## src/rtl/instr_fetch_unit_if.sv

```systemverilog
// Fetch-unit bus bundle: memory read port (req/ack) and decode port (valid/ready).
// master = fetch unit, slave = memory plus decode side.
interface instr_fetch_unit_if #(
  parameter int unsigned DW = 32,
  parameter int unsigned AW = 16
);
  logic          mem_req;
  logic [AW-1:0] mem_addr;
  logic          mem_ack;
  logic [DW-1:0] mem_rdata;
  logic          instr_valid;
  logic          instr_ready;
  logic [DW-1:0] instr;
  logic [63:0]   instr_pc;

  modport master (
    output mem_req, mem_addr, instr_valid, instr, instr_pc,
    input  mem_ack, mem_rdata, instr_ready
  );

  modport slave (
    input  mem_req, mem_addr, instr_valid, instr, instr_pc,
    output mem_ack, mem_rdata, instr_ready
  );
endinterface

```

## src/rtl/instr_fetch_unit.sv

```systemverilog
// Instruction fetch unit: reads the word addressed by pc from instruction memory,
// hands it to decode, pulses pc_advance per delivered word; supports flush and bus timeout.
module instr_fetch_unit #(
  parameter int unsigned DW       = 32,
  parameter int unsigned AW       = 16,
  parameter int unsigned ADDR_LSB = 12,
  parameter int unsigned TIMEOUT  = 255
) (
  input  logic                clock,
  input  logic                reset,
  input  logic [63:0]         pc,
  input  logic                enable,
  input  logic                flush,
  instr_fetch_unit_if.master  bus,
  output logic                pc_advance,
  output logic                fetch_err
);

  typedef enum logic [1:0] {IDLE, REQ, HOLD, DROP} state_t;

  state_t        state_q, state_d;
  logic          mem_req_q, mem_req_d;
  logic [AW-1:0] mem_addr_q, mem_addr_d;
  logic [DW-1:0] instr_q, instr_d;
  logic [63:0]   instr_pc_q, instr_pc_d;
  logic          instr_valid_q, instr_valid_d;
  logic          pc_advance_q, pc_advance_d;
  logic          fetch_err_q, fetch_err_d;
  logic [7:0]    cnt_q, cnt_d;
  logic          launch;
  logic          tmo_hit;

  // Timeout fires on the wait cycle that would bring the counter to TIMEOUT.
  assign tmo_hit = (({1'b0, cnt_q} + 9'd1) == 9'(TIMEOUT));

  always_comb begin
    state_d       = state_q;
    mem_req_d     = mem_req_q;
    mem_addr_d    = mem_addr_q;
    instr_d       = instr_q;
    instr_pc_d    = instr_pc_q;
    instr_valid_d = instr_valid_q;
    pc_advance_d  = 1'b0;
    fetch_err_d   = fetch_err_q;
    cnt_d         = cnt_q;
    launch        = 1'b0;

    case (state_q)
      IDLE: begin
        if (flush) begin
          instr_valid_d = 1'b0;
        end else if (enable && !fetch_err_q) begin
          launch = 1'b1;
        end
      end

      REQ: begin
        if (bus.mem_ack) begin
          mem_req_d = 1'b0;
          if (flush) begin
            state_d = IDLE;
          end else begin
            instr_d       = bus.mem_rdata;
            instr_valid_d = 1'b1;
            pc_advance_d  = 1'b1;
            state_d       = HOLD;
          end
        end else if (tmo_hit) begin
          fetch_err_d   = 1'b1;
          mem_req_d     = 1'b0;
          instr_valid_d = 1'b0;
          state_d       = IDLE;
        end else begin
          cnt_d = cnt_q + 8'd1;
          if (flush) begin
            state_d = DROP;
          end
        end
      end

      HOLD: begin
        if (flush) begin
          instr_valid_d = 1'b0;
          state_d       = IDLE;
        end else if (bus.instr_ready) begin
          instr_valid_d = 1'b0;
          state_d       = IDLE;
          launch        = enable && !fetch_err_q;
        end
      end

      DROP: begin
        // Request cannot be withdrawn; wait out the ack and throw the data away.
        if (bus.mem_ack) begin
          mem_req_d = 1'b0;
          state_d   = IDLE;
        end else if (tmo_hit) begin
          fetch_err_d   = 1'b1;
          mem_req_d     = 1'b0;
          instr_valid_d = 1'b0;
          state_d       = IDLE;
        end else begin
          cnt_d = cnt_q + 8'd1;
        end
      end

      default: state_d = IDLE;
    endcase

    if (launch) begin
      state_d    = REQ;
      mem_req_d  = 1'b1;
      mem_addr_d = pc[ADDR_LSB +: AW];
      instr_pc_d = pc;
      cnt_d      = '0;
    end
  end

  always_ff @(posedge clock or negedge reset) begin
    if (!reset) begin
      state_q       <= IDLE;
      mem_req_q     <= 1'b0;
      mem_addr_q    <= '0;
      instr_q       <= '0;
      instr_pc_q    <= '0;
      instr_valid_q <= 1'b0;
      pc_advance_q  <= 1'b0;
      fetch_err_q   <= 1'b0;
      cnt_q         <= '0;
    end else begin
      state_q       <= state_d;
      mem_req_q     <= mem_req_d;
      mem_addr_q    <= mem_addr_d;
      instr_q       <= instr_d;
      instr_pc_q    <= instr_pc_d;
      instr_valid_q <= instr_valid_d;
      pc_advance_q  <= pc_advance_d;
      fetch_err_q   <= fetch_err_d;
      cnt_q         <= cnt_d;
    end
  end

  assign bus.mem_req     = mem_req_q;
  assign bus.mem_addr    = mem_addr_q;
  assign bus.instr       = instr_q;
  assign bus.instr_pc    = instr_pc_q;
  assign bus.instr_valid = instr_valid_q;
  assign pc_advance      = pc_advance_q;
  assign fetch_err       = fetch_err_q;

endmodule

```

## src/flat_wrapper.sv

```systemverilog
// flat-port wrapper written by rule: the top's interface ports become plain ports
module instr_fetch_unit_flat 
#(
  parameter int unsigned DW       = 32,
  parameter int unsigned AW       = 16,
  parameter int unsigned ADDR_LSB = 12,
  parameter int unsigned TIMEOUT  = 255
)
  (clock, reset, pc, enable, flush, pc_advance, fetch_err, bus_mem_req, bus_mem_addr, bus_instr_valid, bus_instr, bus_instr_pc, bus_mem_ack, bus_mem_rdata, bus_instr_ready);
  instr_fetch_unit_if #(.DW(DW), .AW(AW)) bus_i ();
  input  logic clock;
  input  logic reset;
  input  logic [63:0] pc;
  input  logic enable;
  input  logic flush;
  output logic pc_advance;
  output logic fetch_err;
  output wire logic [$bits(bus_i.mem_req)-1:0] bus_mem_req;
  output wire logic [$bits(bus_i.mem_addr)-1:0] bus_mem_addr;
  output wire logic [$bits(bus_i.instr_valid)-1:0] bus_instr_valid;
  output wire logic [$bits(bus_i.instr)-1:0] bus_instr;
  output wire logic [$bits(bus_i.instr_pc)-1:0] bus_instr_pc;
  input wire logic [$bits(bus_i.mem_ack)-1:0] bus_mem_ack;
  input wire logic [$bits(bus_i.mem_rdata)-1:0] bus_mem_rdata;
  input wire logic [$bits(bus_i.instr_ready)-1:0] bus_instr_ready;
  assign bus_mem_req = bus_i.mem_req;
  assign bus_mem_addr = bus_i.mem_addr;
  assign bus_instr_valid = bus_i.instr_valid;
  assign bus_instr = bus_i.instr;
  assign bus_instr_pc = bus_i.instr_pc;
  assign bus_i.mem_ack = bus_mem_ack;
  assign bus_i.mem_rdata = bus_mem_rdata;
  assign bus_i.instr_ready = bus_instr_ready;
  instr_fetch_unit #(.DW(DW), .AW(AW), .ADDR_LSB(ADDR_LSB), .TIMEOUT(TIMEOUT)) u_core (.clock(clock), .reset(reset), .pc(pc), .enable(enable), .flush(flush), .bus(bus_i), .pc_advance(pc_advance), .fetch_err(fetch_err));
endmodule
```

## config.mk

```make
export PLATFORM = sky130hd
export DESIGN_NAME = instr_fetch_unit_flat
export DESIGN_NICKNAME = d
export VERILOG_FILES = /design/src/rtl/instr_fetch_unit_if.sv /design/src/rtl/instr_fetch_unit.sv /design/src/flat_wrapper.sv
export SDC_FILE = /design/constraint.sdc
export NUM_CORES = 1
export LEC_CHECK = 0
export ABC_AREA = 1
export CORE_MARGIN = 2
export CORE_UTILIZATION = 43
export CTS_CLUSTER_DIAMETER = 40
export DETAILED_ROUTE_END_ITERATION = 6
export PLACE_DENSITY = 0.84
export SETUP_SLACK_MARGIN = 0.3
export SYNTH_ARGS = -nofsm -noshare
export SYNTH_HDL_FRONTEND = slang
export SYNTH_SLANG_ARGS = --single-unit
```

## constraint.sdc

```tcl
create_clock -name clock -period 2.6 [get_ports clock]
set_clock_uncertainty 0.05 [all_clocks]
set_input_delay 0.39 -clock clock [delete_from_list [all_inputs] [get_ports clock]]
set_output_delay 0.39 -clock clock [all_outputs]
set_load 0.01 [all_outputs]
```

==> impl_metrics.csv <==
group,metric,value,unit
floorplan,die_w,107,um
synthesis,yosysTopAreaCell,"dfrtp_1",
sta,tightest_slew,975,ps
pwr,p_int,2200,uW
synthesis,syn_area,0.00459,sq mm
route,dr_total_vias,4066,
clock_tree,numClockSinks,110,
global_route,grt_pass1_vias,4130,
setup_path,path_max_fanout,9,
setup_path,cp-end-kind,"flip-flop",
floorplan,core-area,0.0103,sq mm
synthesis,synth_nets,636,
sta,finalSetupTns,0,ps
floorplan,num_rows,37,
hold_path,hold_path_class,"flip-flop to flip-flop",
clock_tree,clock_latency,370,ps
pwr,p_sw_frac,0.218,
sta,hold_viol,0,
clock_tree,cts_resized,0,
clock_tree,cts_tree,"yes",
hold_path,min_from,"u_core.bus.instr_pc[11]$_DFFE_PN0N_",
layout,fillCellCount,801,
route,first_pass_iters,5,
pwr,leakage,0.00351,uW
pwr,ir_drop,246,uV
synthesis,synth_top_area_share,0.600,
synthesis,syn_avg_cell_area,8.62,sq um
global_route,grt_pass1_wl,19.4,mm
synthesis,synth_xor_xnor_area_share,0.00191,
synthesis,synthSimpleGateAreaFrac,0.304,
setup_path,reg2reg_setup_slack,660,ps
placement,dpl_cell_area,0.00679,sq mm
setup_path,rr_worst_depth,12,
sta,maxSlewViolCount,0,
layout,drive_gt1_frac,0.0543,
route,routedWlPerCell,13.9,um
floorplan,die_area,0.0115,sq mm
setup_path,setup.worst_path.start,"u_core.cnt_q[0]$_DFFE_PN0P_",
pwr,power_frac_seq,0.608,
placement,io_buffers,217,
route,ant_nets,0,
setup_path,cp_data_arrival_time,2180,ps
route,via_per_inst,4.66,
placement,place_hpwl,8.98,mm
floorplan,die_h,107,um
status,status,"finished, final reports clean",
sta,max_freq,515,MHz
clock_tree,postCtsSetupRepairBufs,0,
sta,setup_viol,0,
synthesis,yosysUniqueCellTypes,29,
synthesis,synth_compound_area_frac,0.0243,
floorplan,ios,218,
global_route,grtUsageTotal,0.213,
setup_path,reg2reg_from,"u_core.cnt_q[0]$_DFFE_PN0P_",
layout,multiInputGateArea,0.00154,sq mm
flow_run,max_cap_viol_count,0,
clock_tree,clock_path_buffers,2,
floorplan,initial_core_util,0.444,
layout,final_area,0.00696,sq mm
layout,syn2layout_area_growth,51.7,%
sta,relSlewSlack,0.349,
global_route,grt-ovfl-total,0,
sta,min_period_over_period,0.746,
pwr,power_density,404,mW/mm^2
route,wl,12.1,mm
route,drtIter0Drc,215,
placement,gp_congestion,0.801,
clock_tree,root_buffer,"clkbuf_8",
clock_tree,cts_buffers,9,
global_route,grt_max_degree,79,
pwr,p_comb_frac,0.070,
clock_tree,path_clk_slew,100,ps
hold_path,min_to,"u_core.bus.instr_pc[11]$_DFFE_PN0N_",
synthesis,synthMuxAreaShare,0,
sta,rsz0062_at_grt,"false",
clock_tree,htreeDepth,3,
synthesis,synthTopCellsByArea,"dfrtp_1, nand2_1, buf_4",
hold_path,min_path_cells,2,
setup_path,crit_path_start_kind,"flip-flop",
synthesis,synth_top_family_by_area,"simple AND/OR/NAND/NOR gates",
pwr,clock_power_share,0.321,
pwr,p_sw,613,uW
synthesis,ys_warn_count,0,
synthesis,ys_seq_area_frac,0.600,
setup_path,r2r-end,"u_core.cnt_q[5]$_DFFE_PN0P_",
layout,n_antenna_cell,0,
route,drc,0,
sta,hold_ws,429,ps
setup_path,cp.required,2840,ps
synthesis,synthCells,532,
global_route,antenna_found_initial,0,
synthesis,synth_fa_ha_area_frac,0.00546,
synthesis,synth_seq_cells,110,
layout,final_nets,836,
layout,seq_area,0.00275,sq mm
setup_path,path_class,"flip-flop to flip-flop",
sta,finalCriticalPeriod,1940,ps
[cell type report]
class / instances / area share
clock inverter: 3 / 0.00306
tap: 136 / 0.0245
multi-input combinational: 366 / 0.222
inverter: 20 / 0.0108
sequential: 110 / 0.396
timing repair buffer: 225 / 0.324
clock buffer: 13 / 0.0200
[critical path, cell delays in order, from the launching register on]
cell,delay [ps]
dfrtp_1,460
ha_1,270
nand2_2,110
inv_1,70
nand2_1,60
nand2_1,70
nor2_1,90
nand2_1,90
nor2_4,120
nand2_4,110
nand2_8,130
nand2_8,90
o22ai_1,140
[power by group through the flow]
stage	combinational [uW]	sequential (uW)	clock (uW)
after floorplan	4.51	1740	0
after global placement	196	1740	0
after detailed placement	198	1740	0
after CTS	200	1710	930
after global routing	215	1710	992
final	198	1710	903
[cell usage in the layout, fill, tap and decap left out, drive strengths merged, types with 2 or more instances in the layout]
cell           Yosys  final
a21oi              3      3
buf               30      8
clkbuf             6     13
clkdlybuf4s50      0    216
clkinv             0      2
dfrtp            110    110
ha                 2      2
inv               20     20
nand2            321    321
nand3             12     12
nor2              12     12
o21ai              5      5
o22ai              5      5
[sequential cells by signal, summed over array words and instances, names as in the netlist]
register,count
u_core.bus.mem_req,1
u_core.pc_advance,1
u_core.state_q,2
u_core.cnt_q,8
u_core.fetch_err,1
u_core.bus.instr_valid,1
u_core.bus.instr,32
u_core.bus.instr_pc,49
u_core.bus.mem_addr,15
[per-stage QoR]
| stage | setup slack [ps] | utilization | power, uW | cells |
|---|---|---|---|---|
| 2_1_floorplan | 943 | - | 1750 | 532 |
| 3_3_place_gp | 471 | 0.657 | 1940 | 856 |
| 3_5_place_dp | 394 | 0.657 | 1940 | 856 |
| 4_1_cts | 654 | 0.674 | 2840 | 873 |
| 5_1_grt | 516 | 0.674 | 2920 | 873 |
| 6_report | 660 | 0.674 | 2810 | 873 |
[per-layer routing]
metal | track usage | vias up | share of wire
met5 | 0 | - | 0
met4 | 0.0751 | 0 | 0.019
met3 | 0.0575 | 17 | 0.071
met2 | 0.371 | 149 | 0.51
met1 | 0.254 | 1912 | 0.40
li1 | - | 1988 | -
[what timing repair did]
item                       4_1_cts  5_1_grt
hold endpoints to repair        32        0
setup endpoints to repair        0        0
hold buffers                     1        0
[cell usage after synthesis]
| master | n |
|---|---|
| nor2_2 | 2 |
| nand3_1 | 11 |
| o21ai_1 | 4 |
| dfrtp_1 | 110 |
| nand2_4 | 1 |
| nand2_1 | 315 |
| nor3_1 | 1 |
| buf_6 | 1 |
| a21oi_2 | 1 |
| nor2_1 | 9 |
| buf_4 | 17 |
| o22ai_2 | 3 |
| o31ai_1 | 1 |
| o22ai_1 | 2 |
| inv_1 | 17 |
| buf_2 | 12 |
| nor2_4 | 1 |
| xor2_1 | 1 |
| inv_2 | 3 |
| nand3_2 | 1 |
| o21ai_2 | 1 |
| and2_1 | 1 |
| nand2_2 | 3 |
| nand4_1 | 1 |
| a21oi_1 | 2 |
| ha_1 | 2 |
| clkbuf_1 | 6 |
| nand2_8 | 2 |
| a31oi_1 | 1 |
[kinds of logic after synthesis]
family,Yosys count
AOI/OAI and AO/OA,15
xor gates and xnor gates,1
adders and majority gates,2
buffers and inverters,56
DFF,110
and+or+nand+nor,348
[worst max path at each step]
stage | slack, ps | cells after the start | to
2_1_floorplan | 940 | 12 | u_core.cnt_q[0]$_DFFE_PN0P_
3_3_place_gp | 470 | 7 | u_core.bus.instr[9]$_DFFE_PN0P_
3_5_place_dp | 390 | 7 | u_core.bus.instr[6]$_DFFE_PN0P_
4_1_cts | 650 | 12 | u_core.cnt_q[5]$_DFFE_PN0P_
5_1_grt | 520 | 12 | u_core.cnt_q[0]$_DFFE_PN0P_
6_report | 660 | 12 | u_core.cnt_q[5]$_DFFE_PN0P_
No activity file was read; power rests on OpenSTA's default activity.
